===== src/rtl/cp0_pkg.sv =====
// Shared CP0 constants: register numbers, field positions, reset value and ExcCodes.
package cp0_pkg;

    localparam logic [4:0] REG_BADVADDR = 5'd8;
    localparam logic [4:0] REG_COUNT    = 5'd9;
    localparam logic [4:0] REG_COMPARE  = 5'd11;
    localparam logic [4:0] REG_STATUS   = 5'd12;
    localparam logic [4:0] REG_CAUSE    = 5'd13;
    localparam logic [4:0] REG_EPC      = 5'd14;

    localparam int BD_BIT  = 31;
    localparam int TI_BIT  = 30;
    localparam int IP_HI   = 15;
    localparam int IP_LO   = 8;
    localparam int EXC_HI  = 6;
    localparam int EXC_LO  = 2;
    localparam int IM_HI   = 15;
    localparam int IM_LO   = 8;
    localparam int EXL_BIT = 1;
    localparam int IE_BIT  = 0;

    localparam logic [31:0] STATUS_RST_DEFAULT = 32'h0040_0000;
    // Status bits backed by flops; everything else reads as the reset constant.
    localparam logic [31:0] STATUS_WMASK       = 32'h0000_FF03;

    typedef enum logic [4:0] {
        EXC_INT  = 5'h00,
        EXC_ADEL = 5'h04,
        EXC_ADES = 5'h05,
        EXC_SYS  = 5'h08,
        EXC_BP   = 5'h09,
        EXC_RI   = 5'h0a,
        EXC_OV   = 5'h0c
    } exc_code_e;

endpackage


===== src/rtl/cp0_regfile_if.sv =====
// Bundle between the pipeline (master) and the CP0 register file (slave).
interface cp0_regfile_if;

    logic [5:0]  hw_int;
    logic        mtc0_we;
    logic [4:0]  mtc0_addr;
    logic [31:0] mtc0_wdata;
    logic [4:0]  mfc0_addr;
    logic [31:0] mfc0_rdata;
    logic        exc_valid;
    logic [4:0]  exc_code;
    logic        exc_bd;
    logic [31:0] exc_epc;
    logic        exc_bva_we;
    logic [31:0] exc_badvaddr;
    logic        eret;
    logic [31:0] status_o;
    logic [31:0] cause_o;
    logic [31:0] epc_o;
    logic        int_req;

    modport master (
        output hw_int, mtc0_we, mtc0_addr, mtc0_wdata, mfc0_addr,
               exc_valid, exc_code, exc_bd, exc_epc, exc_bva_we, exc_badvaddr, eret,
        input  mfc0_rdata, status_o, cause_o, epc_o, int_req
    );

    modport slave (
        input  hw_int, mtc0_we, mtc0_addr, mtc0_wdata, mfc0_addr,
               exc_valid, exc_code, exc_bd, exc_epc, exc_bva_we, exc_badvaddr, eret,
        output mfc0_rdata, status_o, cause_o, epc_o, int_req
    );

endinterface


===== src/rtl/cp0_timer.sv =====
// Count/Compare timer: prescaled Count, Compare match raises a sticky TI flag.
module cp0_timer #(
    parameter int unsigned COUNT_DIV = 2
) (
    input  logic        clk,
    input  logic        rst,
    input  logic        count_we,
    input  logic        compare_we,
    input  logic [31:0] wdata,
    output logic [31:0] count,
    output logic [31:0] compare,
    output logic        ti
);

    localparam logic [1:0] DIV_LAST = 2'(COUNT_DIV - 1);

    logic [1:0] div_cnt;

    // NOTE: sequential state uses non-blocking assignments so every flop samples pre-edge values.
    always_ff @(posedge clk) begin
        if (rst) begin
            count   <= '0;
            compare <= '0;
            div_cnt <= '0;
            ti      <= 1'b0;
        end else begin
            if (count_we) begin
                count   <= wdata;
                div_cnt <= '0;
            end else if (div_cnt == DIV_LAST) begin
                count   <= count + 32'd1;
                div_cnt <= '0;
            end else begin
                div_cnt <= div_cnt + 2'd1;
            end

            // A Compare write acknowledges the interrupt and masks a match on the same edge.
            if (compare_we) begin
                compare <= wdata;
                ti      <= 1'b0;
            end else if (count == compare) begin
                ti      <= 1'b1;
            end
        end
    end

endmodule


===== src/rtl/cp0_regfile.sv =====
// MIPS CP0 register file: exception/ERET/MTC0 commit, interrupt sampling and MFC0 read mux.
module cp0_regfile
    import cp0_pkg::*;
#(
    parameter logic [31:0] STATUS_RST = STATUS_RST_DEFAULT,
    parameter int unsigned COUNT_DIV  = 2
) (
    input  logic          clk,
    input  logic          rst,
    cp0_regfile_if.slave  bus
);

    logic [7:0]  im;
    logic        exl;
    logic        ie;
    logic        bd;
    logic [5:0]  ip_hw;
    logic [1:0]  ip_sw;
    logic [4:0]  exc_code_q;
    logic [31:0] epc;
    logic [31:0] badvaddr;
    logic [31:0] count;
    logic [31:0] compare;
    logic        ti;
    logic [31:0] status;
    logic [31:0] cause;
    logic        mtc0_go;

    // An exception or ERET in the same cycle drops the MTC0 completely, timer included.
    assign mtc0_go = bus.mtc0_we & ~bus.exc_valid & ~bus.eret;

    cp0_timer #(.COUNT_DIV(COUNT_DIV)) u_timer (
        .clk        (clk),
        .rst        (rst),
        .count_we   (mtc0_go && (bus.mtc0_addr == REG_COUNT)),
        .compare_we (mtc0_go && (bus.mtc0_addr == REG_COMPARE)),
        .wdata      (bus.mtc0_wdata),
        .count      (count),
        .compare    (compare),
        .ti         (ti)
    );

    always_ff @(posedge clk) begin
        if (rst) begin
            im         <= STATUS_RST[IM_HI:IM_LO];
            exl        <= STATUS_RST[EXL_BIT];
            ie         <= STATUS_RST[IE_BIT];
            bd         <= 1'b0;
            ip_hw      <= '0;
            ip_sw      <= '0;
            exc_code_q <= '0;
            epc        <= '0;
            badvaddr   <= '0;
        end else begin
            ip_hw <= {bus.hw_int[5] | ti, bus.hw_int[4:0]};
            if (bus.exc_valid) begin
                // A nested exception keeps the original return point.
                if (!exl) begin
                    epc <= bus.exc_epc;
                    bd  <= bus.exc_bd;
                end
                exc_code_q <= bus.exc_code;
                exl        <= 1'b1;
                if (bus.exc_bva_we) badvaddr <= bus.exc_badvaddr;
            end else if (bus.eret) begin
                exl <= 1'b0;
            end else if (mtc0_go) begin
                case (bus.mtc0_addr)
                    REG_STATUS: begin
                        im  <= bus.mtc0_wdata[IM_HI:IM_LO];
                        exl <= bus.mtc0_wdata[EXL_BIT];
                        ie  <= bus.mtc0_wdata[IE_BIT];
                    end
                    REG_CAUSE: ip_sw <= bus.mtc0_wdata[IP_LO+1:IP_LO];
                    REG_EPC:   epc   <= bus.mtc0_wdata;
                    default:   ;
                endcase
            end
        end
    end

    // NOTE: every always_comb output gets a full default first so no latch can be inferred.
    always_comb begin
        status                = STATUS_RST & ~STATUS_WMASK;
        status[IM_HI:IM_LO]   = im;
        status[EXL_BIT]       = exl;
        status[IE_BIT]        = ie;
    end

    always_comb begin
        cause                   = '0;
        cause[BD_BIT]           = bd;
        cause[TI_BIT]           = ti;
        cause[IP_HI:IP_HI-5]    = ip_hw;
        cause[IP_LO+1:IP_LO]    = ip_sw;
        cause[EXC_HI:EXC_LO]    = exc_code_q;
    end

    always_comb begin
        bus.mfc0_rdata = '0;
        case (bus.mfc0_addr)
            REG_BADVADDR: bus.mfc0_rdata = badvaddr;
            REG_COUNT:    bus.mfc0_rdata = count;
            REG_COMPARE:  bus.mfc0_rdata = compare;
            REG_STATUS:   bus.mfc0_rdata = status;
            REG_CAUSE:    bus.mfc0_rdata = cause;
            REG_EPC:      bus.mfc0_rdata = epc;
            default:      bus.mfc0_rdata = '0;
        endcase
    end

    assign bus.status_o = status;
    assign bus.cause_o  = cause;
    assign bus.epc_o    = epc;
    assign bus.int_req  = ie & ~exl & |(cause[IP_HI:IP_LO] & im);

endmodule


===== src/flat_wrapper.sv =====
// flat-port wrapper written by rule: the top's interface ports become plain ports
module cp0_regfile_flat import cp0_pkg::*;
#(
    parameter logic [31:0] STATUS_RST = STATUS_RST_DEFAULT,
    parameter int unsigned COUNT_DIV  = 2
)
  (clk, rst, bus_hw_int, bus_mtc0_we, bus_mtc0_addr, bus_mtc0_wdata, bus_mfc0_addr, bus_exc_valid, bus_exc_code, bus_exc_bd, bus_exc_epc, bus_exc_bva_we, bus_exc_badvaddr, bus_eret, bus_mfc0_rdata, bus_status_o, bus_cause_o, bus_epc_o, bus_int_req);
  cp0_regfile_if bus_i ();
  input  logic clk;
  input  logic rst;
  input wire logic [$bits(bus_i.hw_int)-1:0] bus_hw_int;
  input wire logic [$bits(bus_i.mtc0_we)-1:0] bus_mtc0_we;
  input wire logic [$bits(bus_i.mtc0_addr)-1:0] bus_mtc0_addr;
  input wire logic [$bits(bus_i.mtc0_wdata)-1:0] bus_mtc0_wdata;
  input wire logic [$bits(bus_i.mfc0_addr)-1:0] bus_mfc0_addr;
  input wire logic [$bits(bus_i.exc_valid)-1:0] bus_exc_valid;
  input wire logic [$bits(bus_i.exc_code)-1:0] bus_exc_code;
  input wire logic [$bits(bus_i.exc_bd)-1:0] bus_exc_bd;
  input wire logic [$bits(bus_i.exc_epc)-1:0] bus_exc_epc;
  input wire logic [$bits(bus_i.exc_bva_we)-1:0] bus_exc_bva_we;
  input wire logic [$bits(bus_i.exc_badvaddr)-1:0] bus_exc_badvaddr;
  input wire logic [$bits(bus_i.eret)-1:0] bus_eret;
  output wire logic [$bits(bus_i.mfc0_rdata)-1:0] bus_mfc0_rdata;
  output wire logic [$bits(bus_i.status_o)-1:0] bus_status_o;
  output wire logic [$bits(bus_i.cause_o)-1:0] bus_cause_o;
  output wire logic [$bits(bus_i.epc_o)-1:0] bus_epc_o;
  output wire logic [$bits(bus_i.int_req)-1:0] bus_int_req;
  assign bus_i.hw_int = bus_hw_int;
  assign bus_i.mtc0_we = bus_mtc0_we;
  assign bus_i.mtc0_addr = bus_mtc0_addr;
  assign bus_i.mtc0_wdata = bus_mtc0_wdata;
  assign bus_i.mfc0_addr = bus_mfc0_addr;
  assign bus_i.exc_valid = bus_exc_valid;
  assign bus_i.exc_code = bus_exc_code;
  assign bus_i.exc_bd = bus_exc_bd;
  assign bus_i.exc_epc = bus_exc_epc;
  assign bus_i.exc_bva_we = bus_exc_bva_we;
  assign bus_i.exc_badvaddr = bus_exc_badvaddr;
  assign bus_i.eret = bus_eret;
  assign bus_mfc0_rdata = bus_i.mfc0_rdata;
  assign bus_status_o = bus_i.status_o;
  assign bus_cause_o = bus_i.cause_o;
  assign bus_epc_o = bus_i.epc_o;
  assign bus_int_req = bus_i.int_req;
  cp0_regfile #(.STATUS_RST(STATUS_RST), .COUNT_DIV(COUNT_DIV)) u_core (.clk(clk), .rst(rst), .bus(bus_i));
endmodule

===== config.mk =====
export PLATFORM = sky130hd
export DESIGN_NAME = cp0_regfile_flat
export DESIGN_NICKNAME = d
export VERILOG_FILES = /design/src/rtl/cp0_pkg.sv /design/src/rtl/cp0_regfile_if.sv /design/src/rtl/cp0_timer.sv /design/src/rtl/cp0_regfile.sv /design/src/flat_wrapper.sv
export SDC_FILE = /design/constraint.sdc
export NUM_CORES = 1
export LEC_CHECK = 0
export ABC_AREA = 1
export CORE_ASPECT_RATIO = 1.25
export CORE_UTILIZATION = 25
export CTS_CLUSTER_SIZE = 20
export DETAILED_ROUTE_END_ITERATION = 10
export GPL_TIMING_DRIVEN = 0
export SLEW_MARGIN = 20
export SYNTH_ARGS = -nofsm -noshare
export SYNTH_HDL_FRONTEND = slang
export SYNTH_SLANG_ARGS = --single-unit

===== constraint.sdc =====
create_clock -name clk -period 2.9 [get_ports clk]
set_clock_uncertainty 0.2 [all_clocks]
set_input_delay 0.29 -clock clk [delete_from_list [all_inputs] [get_ports clk]]
set_output_delay 0.29 -clock clk [all_outputs]
set_load 0.01 [all_outputs]

; ---- Word level (Yosys, flattened, before mapping)
; Cells that the tools add are included.
[word_totals]
ff_bits = 155
input_bits = 124
[op_classes]
addsub = 2
n_eq_ne = 15
muxes = 12
bitwise_logic = 9
n_reduce_logical = 16
[op_table]
columns = cell, count
row1 = two-way mux 32 bit, 7
row2 = one-hot mux 32 bit (6 select lines), 1
row3 = "== test 5 x 4 -> 1 bit, second input constant", 11
row4 = "adder 32 x 1 -> 32 bit, second input constant", 1
row5 = == test 32 bit, 1
row6 = AND reduction 4 bit, 3
row7 = bitwise AND 8 bit, 1
row8 = OR reduction 8 bit, 1
row9 = AND reduction 2 bit, 3
row10 = nonzero test 2 bit, 3
row11 = nonzero test 3 bit, 2
row12 = bitwise AND 1 bit, 4
row13 = two-way mux 1 bit, 4
row14 = "inequality test 2 bit, second input constant", 2
row15 = inverter 1 bit, 3
row16 = OR reduction 3 bit, 1
row17 = "adder 2 x 1 -> 2 bit, second input constant", 1
row18 = "== test 2 x 1 -> 1 bit, second input constant", 1
row19 = logical AND 1 bit, 2
row20 = OR reduction 2 bit, 1
row21 = OR 1 bit, 1

; ---- Longest topological paths before layout
; Gate-level depths: netlist of run 1.
[depth]
word_depth = 6
mapped_depth = 10
mapped_depth_nobuf = 10

; ---- Cells and area by module
; A second synthesis of run 1 with hierarchy kept.
[unflattened]
hier_cells = 1486
hier_area_um2 = 9382.7
[modules_own_cells]
columns = module, instances, cells_per_inst, area_per_inst_um2, seq_area_each_um2
row1 = cp0_regfile, 1, 923, 5606.6, 1761.7
row2 = cp0_timer, 1, 563, 3776.1, 1341.3

; ---- Worst setup path after synthesis of run 1
; No wires, ideal clock.
[synth_timing]
kind = input -> output
startpoint = input bus_mfc0_addr[4]
endpoint = output bus_mfc0_rdata[3]
arrival_time_ns = 1.202
required_ns = 2.410
setup_slack_ns = 1.208
path_stages = 8
cell_sequence = inv_1 nand2_1 nor2_1 nand2_1 clkbuf_1 o21ai_0 a21oi_1 nand3_1
[synth_via]
elab_chain_len = 2
elab_cells_between_ends = 7
[synth_lines]
columns = item, line
row1 = start: declaration, flat_wrapper.sv:15  ; input wire logic [$bits(bus_i.mfc0_addr)-1:0] bus_mfc0_addr;
row2 = == test 5 x 4 -> 1 bit, cp0_regfile.sv:101  ; case (bus.mfc0_addr)
row3 = one-hot mux 32 bit (6 select lines) (*), cp0_regfile.sv:101
row4 = end: declaration, flat_wrapper.sv:23  ; output wire logic [$bits(bus_i.mfc0_rdata)-1:0] bus_mfc0_rdata;
; Every way passes the cells marked *; elsewhere a longest branch is shown, timed or not.

; ---- Final worst setup path of run 1
[layout_timing]
startpoint = input bus_mfc0_addr[3]
endpoint = output bus_mfc0_rdata[12]
; The elaborated chain is that of the path after synthesis.

==> impl_results.md, run 1 <==
- Crit path max fanout: 10
- Core outline area: 0.0345 mm2
- Drt first pass iters: 8
- #FFs+latches synth: 155
- CTS tree: done
- EDFF count, synth: 0
- Total Routing Usage GR: 21.7%
- Post-route DRC: 0
- Tightest Pin Transition: between 0.7 and 0.8 ns
- First-pass GRT wire length: 56.9 mm
- Arrival @ worst endpoint: roughly 2.4 ns
- Outcome: finished clean
- Met1 wire length: roughly 16 mm
- Fin Setup TNS: 0 ns
- Share of flip-flops with an asynchronous set or reset: 0%
- CTS max path bufs: 2
- Clk slew on worst S/H paths: 0.06 ns
- F_max: 0.349 GHz
- Die width: between 150 and 200 um
- Compound-gate portion of the synthesized area: between 10% and 20%
- HP Start: bus_hw_int[1]
- Vias in the first global route: ~9500
- Fin crit share: between 90 and 100%
- Endpoint class of the critical path: primary output
- WL met2: roughly 19 mm
- Row count: 76
- Crit path launch type: input pin
- Post-Syn Area: between 0.008 and 0.009 mm2
- Share of the synthesized area in the top cell type: between 30% and 40%
- Adder-cell area share of the yosys netlist: 0.286%
- PwrDens: 443 mW/mm2
- Hold EP: u_core.ip_hw[1]$_SDFF_PP0_
- Die height: roughly 210 um
- Setup violations, final: 0
- IO Port Bufs: 212
- Hold Violations, Final: 0
- Worst rel slew slack: between 40% and 50%
- Highest metal used: met4
- Mapped Cells: 1340
- I/O Pins: about 250
- Top post-synthesis cells by area: dfxtp_1 35%, nand2_1 14%, nor2_1 11%
- Post-synthesis mux area share: 0%
- Root Driver: clkbuf_16
- Register-to-Register Path Depth: 10
- Leakage: approximately 5.1 nW
- RSZ-0062 raised after global routing: true
- Wire length per cell: 18.6 um
- Reg2reg setup slack: 0.82 ns
- Final nets: ~1700
- Crit Reg-Reg Endpoint: u_core.u_timer.count[28]$_SDFFE_PP0P_
- CTS Hold Bufs: 0
- Crit path time final: roughly 2.9 ns
- Top_reg_cell synth: dfxtp_1
- Area Growth Syn to Fin: 40.1%
- Max-slew violation count: 0
- DRT Wirelength: 38.9 mm
- Fin util: a little over a third
- Hold Path Cell Cnt: 3
- # clock sinks: around 160
- Antenna violations before repair: 0
- Largest family of logic cells by synthesized area: simple AND/OR/NAND/NOR gates
- H-tree levels: 4
- Post-DP HPWL: slightly above 30 mm
- Antenna-violating nets left: 0
- Setup CP Type: in2out
- Post-Synth Simple-Gate Area: 30.7%
- Avg Cell Area, Syn: between 6 and 7 um2
- Reg-to-Reg Start: u_core.u_timer.count[1]$_SDFFE_PP0P_
- 1st-iter DRT viols: approximately 720
- Leading area contributor after synthesis: dfxtp_1
- Vias per Instance: ~4.7
- Routed wl met3: roughly 2.6 mm
- CTS Buf Count: 17
- Worst Setup SP: bus_mfc0_addr[3]
- Worst Hold Class: in2reg
- Vias after detailed routing: 9792
- Die Footprint: roughly 0.036 mm2
- Final-layout fill cell count: roughly 3700
- XOR/XNOR share of the synthesized area: under 10%
- Worst EP required: around 2.4 ns
- GR Overflow Total: 0
- Max-cap violations: 0
- Worst-Skew Late Latency: about 0.45 ns
- VDD IR max: 0.321 mV
- Antenna diode count: 0
- Ys Warns: 0
- Synth unique cells: 38
- Initial core utilization: between 20% and 30%
- Largest net degree at the start of global routing: 17
- Layout cell share with drive strength beyond 1: a little over a tenth
- Sequential area share after synthesis: 35.4%
- RePlAce Congestion: 0.918
[worst max path at each step]
stage,endpoint,slack [ns],depth (start not counted)
final,bus_mfc0_rdata[12],0.03,9
after global routing,bus_mfc0_rdata[29],-0.03,7
after CTS,bus_mfc0_rdata[22],0.003,9
after detailed placement,bus_mfc0_rdata[30],-0.64,9
after global placement,bus_mfc0_rdata[30],-0.65,9
after floorplan,bus_mfc0_rdata[3],1.21,8
[metrics by stage]
stage,worst slack [ns],hold slack (ns),instances,power [mW],cell area [um2]
global route,-0.0341,0.172,2087,5.61,12300
finish,0.0349,0.158,2087,5.43,12300
CTS,0.00319,0.147,2087,5.44,12200
floorplan,1.21,0.197,1377,2.73,8890
global placement,-0.649,0.215,2057,3.22,11600
detailed placement,-0.637,0.222,2057,3.22,11600
[where the power goes]
part | leakage, nW | switching, mW | internal (mW)
combinational | 3.57 | 0.480 | 0.409
clock | 0.273 | 0.979 | 1.26
sequential | 1.27 | 0.0850 | 2.22
[logic make-up (layout without fill, tap and decap cells)]
group	count (synthesis)	in the layout
adders and majority gates	2	2
xor gates and xnor gates	38	38
AOI/OAI and AO/OA	270	270
buffers and inverters	217	459
and+or+nand+nor	656	656
other	2	39
DFF	155	155
[cells in the mapped netlist (all sizes together) (2+ instances only)]
library cell / number
a21oi: 65
a221oi: 2
a22oi: 28
buf: 71
clkbuf: 42
conb: 2
dfxtp: 155
ha: 2
inv: 104
nand2: 326
nand3: 60
nand4: 7
nor2: 259
nor3: 2
o2111ai: 4
o211ai: 15
o21ai: 153
o22ai: 2
xnor2: 25
xor2: 13
[critical path, cell delays in order]
cell and delay (ns):
clkdlybuf4s50_1 0.49, inv_1 0.06, nor2_2 0.15, nand3_2 0.13, inv_2 0.12, clkbuf_4 0.21, nand2_1 0.20, nand3_1 0.17
clkdlybuf4s50_1 0.55
[cells in the final DEF, fill, tap and decap left out, types with 3 or more instances in the layout]
cell and count:
nand2_2 4, buf_6 6, o211ai_1 15, clkbuf_2 6, clkbuf_1 27, o21ai_2 13, a22oi_1 28, xor2_1 13
nor2_2 12, nand2_4 3, o2111ai_1 4, buf_4 50, nand2_1 319, o21ai_0 132, inv_2 17, buf_2 20
xnor2_1 25, conb_1 39, clkdlybuf4s50_1 204, nand4_1 7, dlygate4sd2_1 5, dfxtp_1 155, inv_1 85, nor2_8 3
clkbuf_16 18, dlymetal6s2s_1 3, clkinv_2 4, nand3_1 58, o21ai_1 8, nor2_1 242, a21oi_1 63
[registers in the layout, summed over array words and instances, names as in the netlist]
signal and flops:
u_core.badvaddr 32, u_core.u_timer.ti 1, u_core.im 8, u_core.u_timer.count 32, u_core.bd 1, u_core.ip_sw 2, u_core.exc_code_q 5, u_core.bus.epc_o 32
u_core.ip_hw 6, u_core.exl 1, u_core.ie 1, u_core.u_timer.div_cnt 2, u_core.u_timer.compare 32
[per-layer routing]
layer  vias up  global-route usage, %
li1       4763                      -
met2       412                   38.0
met4         0                   9.60
met5         -                      0
met3        84                   4.12
met1      4533                   25.7
[layout make-up]
type	count	area [um2]	area share, %
flip-flops and latches	155	3100	25.3
multi-input cells	1005	4760	38.8
well taps	468	586	4.77
plain buffers	113	738	6.02
repair buffers	212	2120	17.3
inverters	104	400	3.26
clock buffers	19	433	3.53
clock inverters	11	123	1.00
[what timing repair did]
item                                    CTS  global route
setup buffers                             0             0
pin swaps                                 0             1
resized for setup                        42            19
endpoints found under the setup margin   32            27
(Power assumes the default switching activity.)
==> inputs of run 2 (changes only) <==
CAP_MARGIN = 25   (was not set)
==> results of run 2 <==
Final layout, timing and power as in run 1 (identical DEF).
